==> src/rtl/loader_pkg.sv <==
// -----------------------------------------------------------------------------
// loader_pkg
// Shared types and constants for the boot-time program loader.
//   ld_state_e    : loader FSM states
//   LD_LEN_W      : width of the image length header (words)
//   LD_WORD_BYTES : bytes per instruction word
// -----------------------------------------------------------------------------
package loader_pkg;

    localparam int LD_LEN_W      = 16;
    localparam int LD_WORD_BYTES = 4;

    typedef enum logic [2:0] {
        LD_LEN_LO,
        LD_LEN_HI,
        LD_DATA,
        LD_CHK,
        LD_DONE,
        LD_ERR
    } ld_state_e;

endpackage

==> src/rtl/loader_word_asm.sv <==
// -----------------------------------------------------------------------------
// loader_word_asm
// Assembles little-endian instruction words from a byte stream.
// Ports:
//   clk, reset     : clock, synchronous active-high reset
//   clear_i        : synchronous clear (loader restart)
//   byte_i         : payload byte
//   byte_en_i      : byte_i is accepted this cycle
//   last_byte_o    : combinational, the accepted byte completes a word
//   word_o         : registered completed word
//   word_valid_o   : registered one-cycle strobe, word_o is new
// -----------------------------------------------------------------------------
module loader_word_asm
    import loader_pkg::*;
(
    input  logic        clk,
    input  logic        reset,
    input  logic        clear_i,
    input  logic [7:0]  byte_i,
    input  logic        byte_en_i,
    output logic        last_byte_o,
    output logic [31:0] word_o,
    output logic        word_valid_o
);

    localparam int CNT_W = $clog2(LD_WORD_BYTES);
    localparam int SH_W  = 8 * (LD_WORD_BYTES - 1);

    logic [CNT_W-1:0] cnt_q;
    logic [SH_W-1:0]  sh_q;
    logic [31:0]      word_q;
    logic             valid_q;

    assign last_byte_o  = byte_en_i && (cnt_q == CNT_W'(LD_WORD_BYTES - 1));
    assign word_o       = word_q;
    assign word_valid_o = valid_q;

    always_ff @(posedge clk) begin
        if (reset || clear_i) begin
            cnt_q   <= '0;
            sh_q    <= '0;
            word_q  <= '0;
            valid_q <= 1'b0;
        end else begin
            valid_q <= 1'b0;
            if (byte_en_i) begin
                // counter wraps naturally from the last byte back to 0
                cnt_q <= cnt_q + CNT_W'(1);
                if (last_byte_o) begin
                    word_q  <= {byte_i, sh_q};
                    valid_q <= 1'b1;
                end else begin
                    // first byte ends up in the LSBs
                    sh_q <= {byte_i, sh_q[SH_W-1:8]};
                end
            end
        end
    end

endmodule

==> src/rtl/prog_loader.sv <==
// -----------------------------------------------------------------------------
// prog_loader
// Boot-time loader: receives a byte stream (LEN_LO, LEN_HI, 4*N payload bytes,
// optional XOR checksum), writes words into instruction memory from address 0
// and holds the core in reset until a complete image is written.
// Optional feature macro: LOADER_CHECKSUM_EN (adds CHK state + XOR check).
// Ports:
//   clk, reset            : clock, synchronous active-high reset
//   start                 : restart pulse, honoured in DONE/ERR only
//   in_data/in_valid      : byte stream input
//   in_ready              : loader can accept a byte
//   imem_we/addr/wdata    : registered instruction-memory write port
//   core_reset            : keeps the pipeline in reset
//   done / error          : image loaded / image rejected
//   word_count            : words written so far
//
// state     | meaning
// ----------+---------------------------------------------
// LD_LEN_LO | waiting for low byte of word count
// LD_LEN_HI | waiting for high byte, range check
// LD_DATA   | receiving payload words
// LD_CHK    | waiting for checksum byte (checksum build)
// LD_DONE   | image loaded, core released
// LD_ERR    | image rejected, core held in reset
// -----------------------------------------------------------------------------
module prog_loader
    import loader_pkg::*;
#(
    parameter int ADDR_W = 10
) (
    input  logic                clk,
    input  logic                reset,
    input  logic                start,
    input  logic [7:0]          in_data,
    input  logic                in_valid,
    output logic                in_ready,
    output logic                imem_we,
    output logic [ADDR_W-1:0]   imem_addr,
    output logic [31:0]         imem_wdata,
    output logic                core_reset,
    output logic                done,
    output logic                error,
    output logic [LD_LEN_W-1:0] word_count
);

    localparam int unsigned LEN_CAP = 2 ** ADDR_W;

`ifdef LOADER_CHECKSUM_EN
    localparam ld_state_e POST_DATA = LD_CHK;
    logic [7:0] xor_q, xor_d;
`else
    localparam ld_state_e POST_DATA = LD_DONE;
`endif

    ld_state_e           state_q, state_d;
    logic [LD_LEN_W-1:0] len_q, len_d;
    logic [LD_LEN_W-1:0] word_count_q, word_count_d;
    logic [ADDR_W-1:0]   imem_addr_q, imem_addr_d;
    logic [LD_LEN_W-1:0] len_full;
    logic                accept, restart, data_en, last_byte, word_valid;
    logic [31:0]         word;

    assign accept   = in_valid && in_ready;
    assign restart  = start && (state_q == LD_DONE || state_q == LD_ERR);
    assign data_en  = accept && (state_q == LD_DATA);
    assign len_full = {in_data, len_q[7:0]};

    loader_word_asm u_word_asm (
        .clk         (clk),
        .reset       (reset),
        .clear_i     (restart),
        .byte_i      (in_data),
        .byte_en_i   (data_en),
        .last_byte_o (last_byte),
        .word_o      (word),
        .word_valid_o(word_valid)
    );

    always_ff @(posedge clk) begin
        if (reset) state_q <= LD_LEN_LO;
        else       state_q <= state_d;
    end

    always_comb begin
        state_d = state_q;
        case (state_q)
            LD_LEN_LO: if (accept) state_d = LD_LEN_HI;
            LD_LEN_HI: begin
                if (accept) begin
                    if (32'(len_full) > LEN_CAP)  state_d = LD_ERR;
                    else if (len_full == '0)      state_d = POST_DATA;
                    else                          state_d = LD_DATA;
                end
            end
            LD_DATA: begin
                if (last_byte && (word_count_q + LD_LEN_W'(1) == len_q))
                    state_d = POST_DATA;
            end
`ifdef LOADER_CHECKSUM_EN
            LD_CHK: begin
                if (accept) state_d = (in_data == xor_q) ? LD_DONE : LD_ERR;
            end
`endif
            LD_DONE, LD_ERR: if (start) state_d = LD_LEN_LO;
            default: state_d = LD_LEN_LO;
        endcase
    end

    always_comb begin
        in_ready   = 1'b0;
        done       = 1'b0;
        error      = 1'b0;
        core_reset = 1'b1;
        case (state_q)
            LD_LEN_LO, LD_LEN_HI, LD_DATA, LD_CHK: in_ready = 1'b1;
            LD_DONE: begin
                done       = 1'b1;
                // restart must put the core back in reset immediately
                core_reset = start;
            end
            LD_ERR:  error = 1'b1;
            default: ;
        endcase
    end

    always_comb begin
        len_d        = len_q;
        word_count_d = word_count_q;
        imem_addr_d  = imem_addr_q;
`ifdef LOADER_CHECKSUM_EN
        xor_d        = xor_q;
        if (data_en) xor_d = xor_q ^ in_data;
        if (restart) xor_d = '0;
`endif
        if (accept && state_q == LD_LEN_LO) len_d[7:0]  = in_data;
        if (accept && state_q == LD_LEN_HI) len_d[15:8] = in_data;
        if (last_byte) begin
            imem_addr_d  = word_count_q[ADDR_W-1:0];
            word_count_d = word_count_q + LD_LEN_W'(1);
        end
        if (restart) word_count_d = '0;
    end

    always_ff @(posedge clk) begin
        if (reset) begin
            len_q        <= '0;
            word_count_q <= '0;
            imem_addr_q  <= '0;
`ifdef LOADER_CHECKSUM_EN
            xor_q        <= '0;
`endif
        end else begin
            len_q        <= len_d;
            word_count_q <= word_count_d;
            imem_addr_q  <= imem_addr_d;
`ifdef LOADER_CHECKSUM_EN
            xor_q        <= xor_d;
`endif
        end
    end

    assign imem_we    = word_valid;
    assign imem_wdata = word;
    assign imem_addr  = imem_addr_q;
    assign word_count = word_count_q;

endmodule

==> config.mk <==
export PLATFORM = sky130hd
export DESIGN_NAME = prog_loader
export DESIGN_NICKNAME = d
export VERILOG_FILES = /design/src/rtl/loader_pkg.sv /design/src/rtl/loader_word_asm.sv /design/src/rtl/prog_loader.sv
export SDC_FILE = /design/constraint.sdc
export NUM_CORES = 1
export LEC_CHECK = 0
export BUFFER_PORTS_ARGS = -buffer_cell sky130_fd_sc_hd__buf_2
export CAP_MARGIN = 25
export CORE_UTILIZATION = 25
export DETAILED_ROUTE_END_ITERATION = 10
export GPL_TIMING_DRIVEN = 0
export HOLD_SLACK_MARGIN = 0.15
export PLACE_DENSITY = 0.53
export SYNTH_ARGS = -nofsm -noshare
export SYNTH_HDL_FRONTEND = slang
export SYNTH_HIERARCHICAL = 1
export SYNTH_SLANG_ARGS = --single-unit
==> constraint.sdc <==
create_clock -name clk -period 3.1 [get_ports clk]
set_clock_uncertainty 0.05 [all_clocks]
set_input_delay 0.465 -clock clk [delete_from_list [all_inputs] [get_ports clk]]
set_output_delay 0.465 -clock clk [all_outputs]
set_load 0.01 [all_outputs]
[Word-level counts from Yosys, hierarchy flattened]
Cells that the tools add are included.
Storage, ports and cells
  register bits: 104
  bits in latches: 0
  memory bits (writable): 0
  bits in read-only memories: 0
  word-level logic and storage cells: 55
  memories: 0
Operators by class
  add/sub/neg operators: 2
  multipliers: 0
  div/mod/pow operators: 0
  $lt $le $gt $ge: 1
  equality and inequality tests: 11
  shift operators: 0
  muxes and demuxes: 12
  bitwise logic cells: 2
  reduce and logical (&&, ||, !) cells: 18
Operators with widths (number)
  $mux 3: 6
  $add 16x1->16 const B: 1
  $eq 16x16->1: 1
  $gt 16x11->1 const B: 1
  $logic_not 16->1: 1
  $pmux 3 s4: 1
  $logic_and 1x1->1: 7
  $eq 3x2->1 const B: 2
  $eq 3x3->1 const B: 2
  $ne 2x2->1 const B: 3
  $reduce_or 2->1: 3
  $mux 1: 5
  $reduce_and 2->1: 2
  $reduce_and 4->1: 1
  $reduce_or 4->1: 1
  $eq 3x1->1 const B: 1
  $logic_not 3->1: 1
  $add 2x1->2 const B: 1
  $eq 2x2->1 const B: 1
  $logic_or 1x1->1: 2
  $ne 2x1->1 const B: 1
  $not 1->1: 2

[Depth between registers and ports, before layout]
  depth in word-level cells: 9
  mapped depth: 11
  gate-level depth less buffers: 9

[Modules after synthesis]
The synthesis kept the hierarchy.
By module, submodules not included
  prog_loader: instances 1, cells an instance 294, area each 2418.6 µm², seq. area each 900.9 µm²
  loader_word_asm: instances 1, cells an instance 257, area each 2087.0 µm², seq. area each 1181.1 µm²

[Least setup slack after synthesis]
OpenSTA, ideal clock, no wires.
  path kind: register to register
  from: register state_q[0]
  to: register state_q[2]
  arrival time: 2265 ps
  slack: 725 ps
  stages on the path, launching flop included: 12
  period minus slack after synthesis: 2375 ps
  path through: dfxtp_1 > nor2_1 > and3_1 > nand2_2 > inv_2 > buf_6 > clkbuf_1 > nand3_1 > nor3_1 > nand4_1 > a2111oi_2 > a41o_1
On the way
  longest elaborated chain between the ends: 9
  elaborated cells on any way between the ends: 19
  classes of those cells: eq/ne: 9; mux: 2; reduce/logical: 8
RTL lines
  from (decl): RTL line prog_loader.sv:55  | ld_state_e state_q, state_d;
  from (signal assigned): RTL line prog_loader.sv:81  | else state_q <= state_d;
  $eq 3x2->1 (tied with other cells): RTL line prog_loader.sv:65, prog_loader.sv:114
  $reduce_or 4->1: RTL line prog_loader.sv:114  | case (state_q)
  $mux 1: RTL line prog_loader.sv:114
  $logic_and 1x1->1: RTL line prog_loader.sv:63  | assign accept = in_valid && in_ready;
  $logic_and 1x1->1 *: RTL line prog_loader.sv:65  | assign data_en = accept && (state_q == LD_DATA);
  net data_en: RTL line prog_loader.sv:60  | logic accept, restart, data_en, last_byte, word_valid;
  $logic_and 1x1->1 *: RTL line loader_word_asm.sv:34  | assign last_byte_o = byte_en_i && (cnt_q == CNT_W'(LD_WORD_BYTES - 1));
  net last_byte: RTL line prog_loader.sv:60
  $logic_and 1x1->1 *: RTL line prog_loader.sv:96  | if (last_byte && (word_count_q + LD_LEN_W'(1) == len_q))
  $ne 2x1->1 (no source line) *
  $reduce_and 4->1 (no source line) *
Mark *: on every way through the listed nets, which the timed path passes. The rest lies on a longest branch.
A chain may end at the register's enable or synchronous reset.

[Worst setup path in the final report]
Same ends and word-level chain as after synthesis.

==> out/metrics.yaml <==
dr.pass1.iters: 4
number_of_buffers_created_by_cts: 9
place.port_buffers: 74
main_combinational_cell_family_by_area_after_synthesis: "simple AND/OR/NAND/NOR gates"
ys_seq_elements: 104
yosys.area_share.adder: 0.00555
power_density_nw_per_um2: 496
relSlewSlack: 0.499
synth_compound_gate_area_share: 0.118
startpoint_type: "flop"
synth_edf_count: 0
drtIter0Drc: 303
post-route-period-util: 0.879
worst_ir_drop_vdd_mv: 0.378
global_route_usage_over_all_layers: 0.131
cp.required_ps: 3350
cp.arrival_ps: 2970
period_minus_slack_ps: 2720
routed_wire_length_per_instance_um: 13.9
synth_cells: 551
ant_nets: 0
seq_power_share: 0.501
drcViolationCount: 0
grt_pass1_wl_mm: 18.7
synthSimpleGateAreaFrac: 0.255
max_stage_delay_ps: 440
synth_largest_type_area_fraction: 0.462
dieHeight_um: 136
placed_area_um2: 5160
crit_path_top_delay_cell: "sky130_fd_sc_hd__a2111oi_4"
num_antenna_cells: 0
globalplace.congestion: 0.770
cts_sinks: 104
async_reset_ff_frac: 0
floorplan.die_area_um2: 18600
final_setup_violation_count: 0
worstSkewPairLatency_ps: 350
netSwitchingPower_uw: 677
die_x_um: 136
post_synth_num_cell_types: 49
num_rows: 48
fill_cell_total_of_the_finished_layout: 1877
clock_tree_buffer_depth: 2
flow.area_growth_from_synthesis_pct: 21.8
via_count: 3874
synthFlopType: "sky130_fd_sc_hd__dfxtp_1"
synth_xor_area_frac: 0.0661
pre_cts_ws_ps: -22.9
drv_cap: 0
hold-worst-slack_ps: 308
post-route-worst-setup-slack_ps: 377
critical_path.cell_chain: "nor2_1 -> and3_1 -> nand2_2 -> inv_2 -> buf_6 -> nand3_1 -> nor3_1 -> nand4_1 -> a2111oi_4 -> a41o_1"
first_global_vias: 3472
post_syn_area_um2: 4510
run_status: "completed"
multi_input_area_um2: 2160
dp_cells: 850
combPwrFrac: 0.050
clock_root_buffer: "sky130_fd_sc_hd__clkbuf_16"
coreArea_um2: 17500
rsz0062_at_grt: "false"
floorplan.initialDensity: 0.258
htreeDepth: 3
layout-drive-gt1-share: 0.194
max_clock_freq_mhz: 367
final-hold-violation-count: 0
yosys_warnings: 6
p_leak_uw: 0.00211
synth_area_leaders: "sky130_fd_sc_hd__dfxtp_1 46%, sky130_fd_sc_hd__nand2_1 13%, sky130_fd_sc_hd__a21oi_1 8.4%"
drt-total-wl_mm: 12.0
final-instance-count-excl-fill: 865
clk_pin_slew_worst_paths_ps: 70
synth_sequential_area_ratio: 0.462
drt-vias-per-instance: 4.48
timing_worst_slew_pin_value_ps: 751
cts_tree: "done"
synth_fp_nets: 565
netSwitchingFraction: 0.249
worstPathMaxFanout: 16
synth.avg_cell_area_um2: 8.18
grt_antenna_before_repair: 0
hpwl_mm: 8.79
io_pins: 75
fin_nets: 649
final_design_area_no_fill_um2: 5490
setup.worst_path.end_class: "flop"
yosysTopAreaCell: "sky130_fd_sc_hd__dfxtp_1"
timing.setup.critical_path_class: "reg2reg"
share_of_synthesized_area_spent_on_multiplexers: 0.0314
grt_start_max_net_pins: 21
sequential_cell_area_um2: 2080
hold_class: "in2reg"
clockPowerShare: 0.449
global_route.overflow_total: 0
report.final.slew_viol_count: 0
cellInternalPower_uw: 2050
totalPowerFinal_uw: 2720
-- synth_stat cells, drive strengths merged (2+ instances only) --
cell / count
and2: 4
nor4: 9
a211o: 2
a31oi: 3
nand4: 7
mux2i: 13
nor3: 7
clkbuf: 15
a21oi: 76
buf: 21
xor2: 16
xnor2: 18
nand4b: 2
and3: 4
dfxtp: 104
nor2: 46
inv: 8
nand2b: 3
o21ai: 8
nand3: 11
nand2: 155
ha: 2
or4: 2
a2111oi: 2
or2: 3
-- final timing paths --
kind	from	endpoint	slack, ps	cells past startpoint
max	state_q[0]	state_q[2]	380	10
min	reset	state_q[0]	310	2
max reg2reg	state_q[0]	state_q[2]	380	10
min reg2reg	u_word_asm/word_o[9]	u_word_asm/word_o[9]	400	2
-- critical path: cells and delay by family, from the launching register on --
kind	cells	cell delay (ps)
buffers and inverters	2	380
flip-flops	1	370
AND/OR/NAND/NOR	6	1220
AO/OA/AOI/OAI	2	650
-- cell type report --
class	instances	area share
clock buffers	9	0.0410
plain buffers	35	0.0449
multi-input cells	403	0.393
well taps	225	0.0513
clock inverters	7	0.0178
inverters	8	0.00547
repair buffers	74	0.0675
flip-flops and latches	104	0.379
-- cell families (layout without fill, tap and decap cells) --
family / after synthesis / after routing
compound gates: 97 / 97
xor+xnor: 34 / 34
fa+ha+maj: 2 / 2
buf+inv: 44 / 133
flops: 104 / 104
mux: 14 / 14
simple gates: 256 / 256
-- per-layer routing --
metal | wire (µm) | up-vias | GRT usage | share of wire
li1 | - | 1998 | - | -
met1 | 6200 | 1795 | 0.189 | 0.52
met2 | 5200 | 69 | 0.193 | 0.43
met3 | 457 | 12 | 0.0231 | 0.038
met4 | 167 | 0 | 0.0475 | 0.014
met5 | 0 | - | 0 | 0
-- placed cells by master, fill, tap and decap left out, drive strengths merged, types with 4 or more instances in the layout --
cell and count:
nor3 7, o21ai 8, mux2i 13, xor2 16
xnor2 18, nand4 7, clkbuf 23, a21oi 76
and2 4, dfxtp 104, nor4 9, buf 95
inv 11, and3 4, nand2 155, nor2 46
nand3 11
-- power groups by stage --
stage / registers [µW] / clock network [µW] / logic [µW]
6_report: 1360 / 1220 / 136
5_1_grt: 1370 / 1300 / 149
4_1_cts: 1360 / 1250 / 137
3_5_place_dp: 1400 / 0 / 134
3_3_place_gp: 1400 / 0 / 134
2_1_floorplan: 1390 / 0 / 87.1
-- what timing repair did --
action	4_1_cts	5_1_grt
setup endpoints to repair	2	11
setup buffers	0	0
hold buffers	0	0
gates cloned	0	0
resized for setup	1	0
-- state kept, by name, summed over array words and instances, names as in the netlist --
name and count:
u_word_asm/word_o 32, u_word_asm/sh_q 24, len_q 16, word_count 16
imem_addr 10, state_q 3, u_word_asm/cnt_q 2, u_word_asm/word_valid_o 1
-- through the flow --
stage	TNS, ps	utilization
2_1_floorplan	0	-
3_3_place_gp	-15.7	0.295
3_5_place_dp	-24.6	0.295
4_1_cts	0	0.314
5_1_grt	0	0.314
6_report	0	0.314
(Power assumes the default switching activity.)
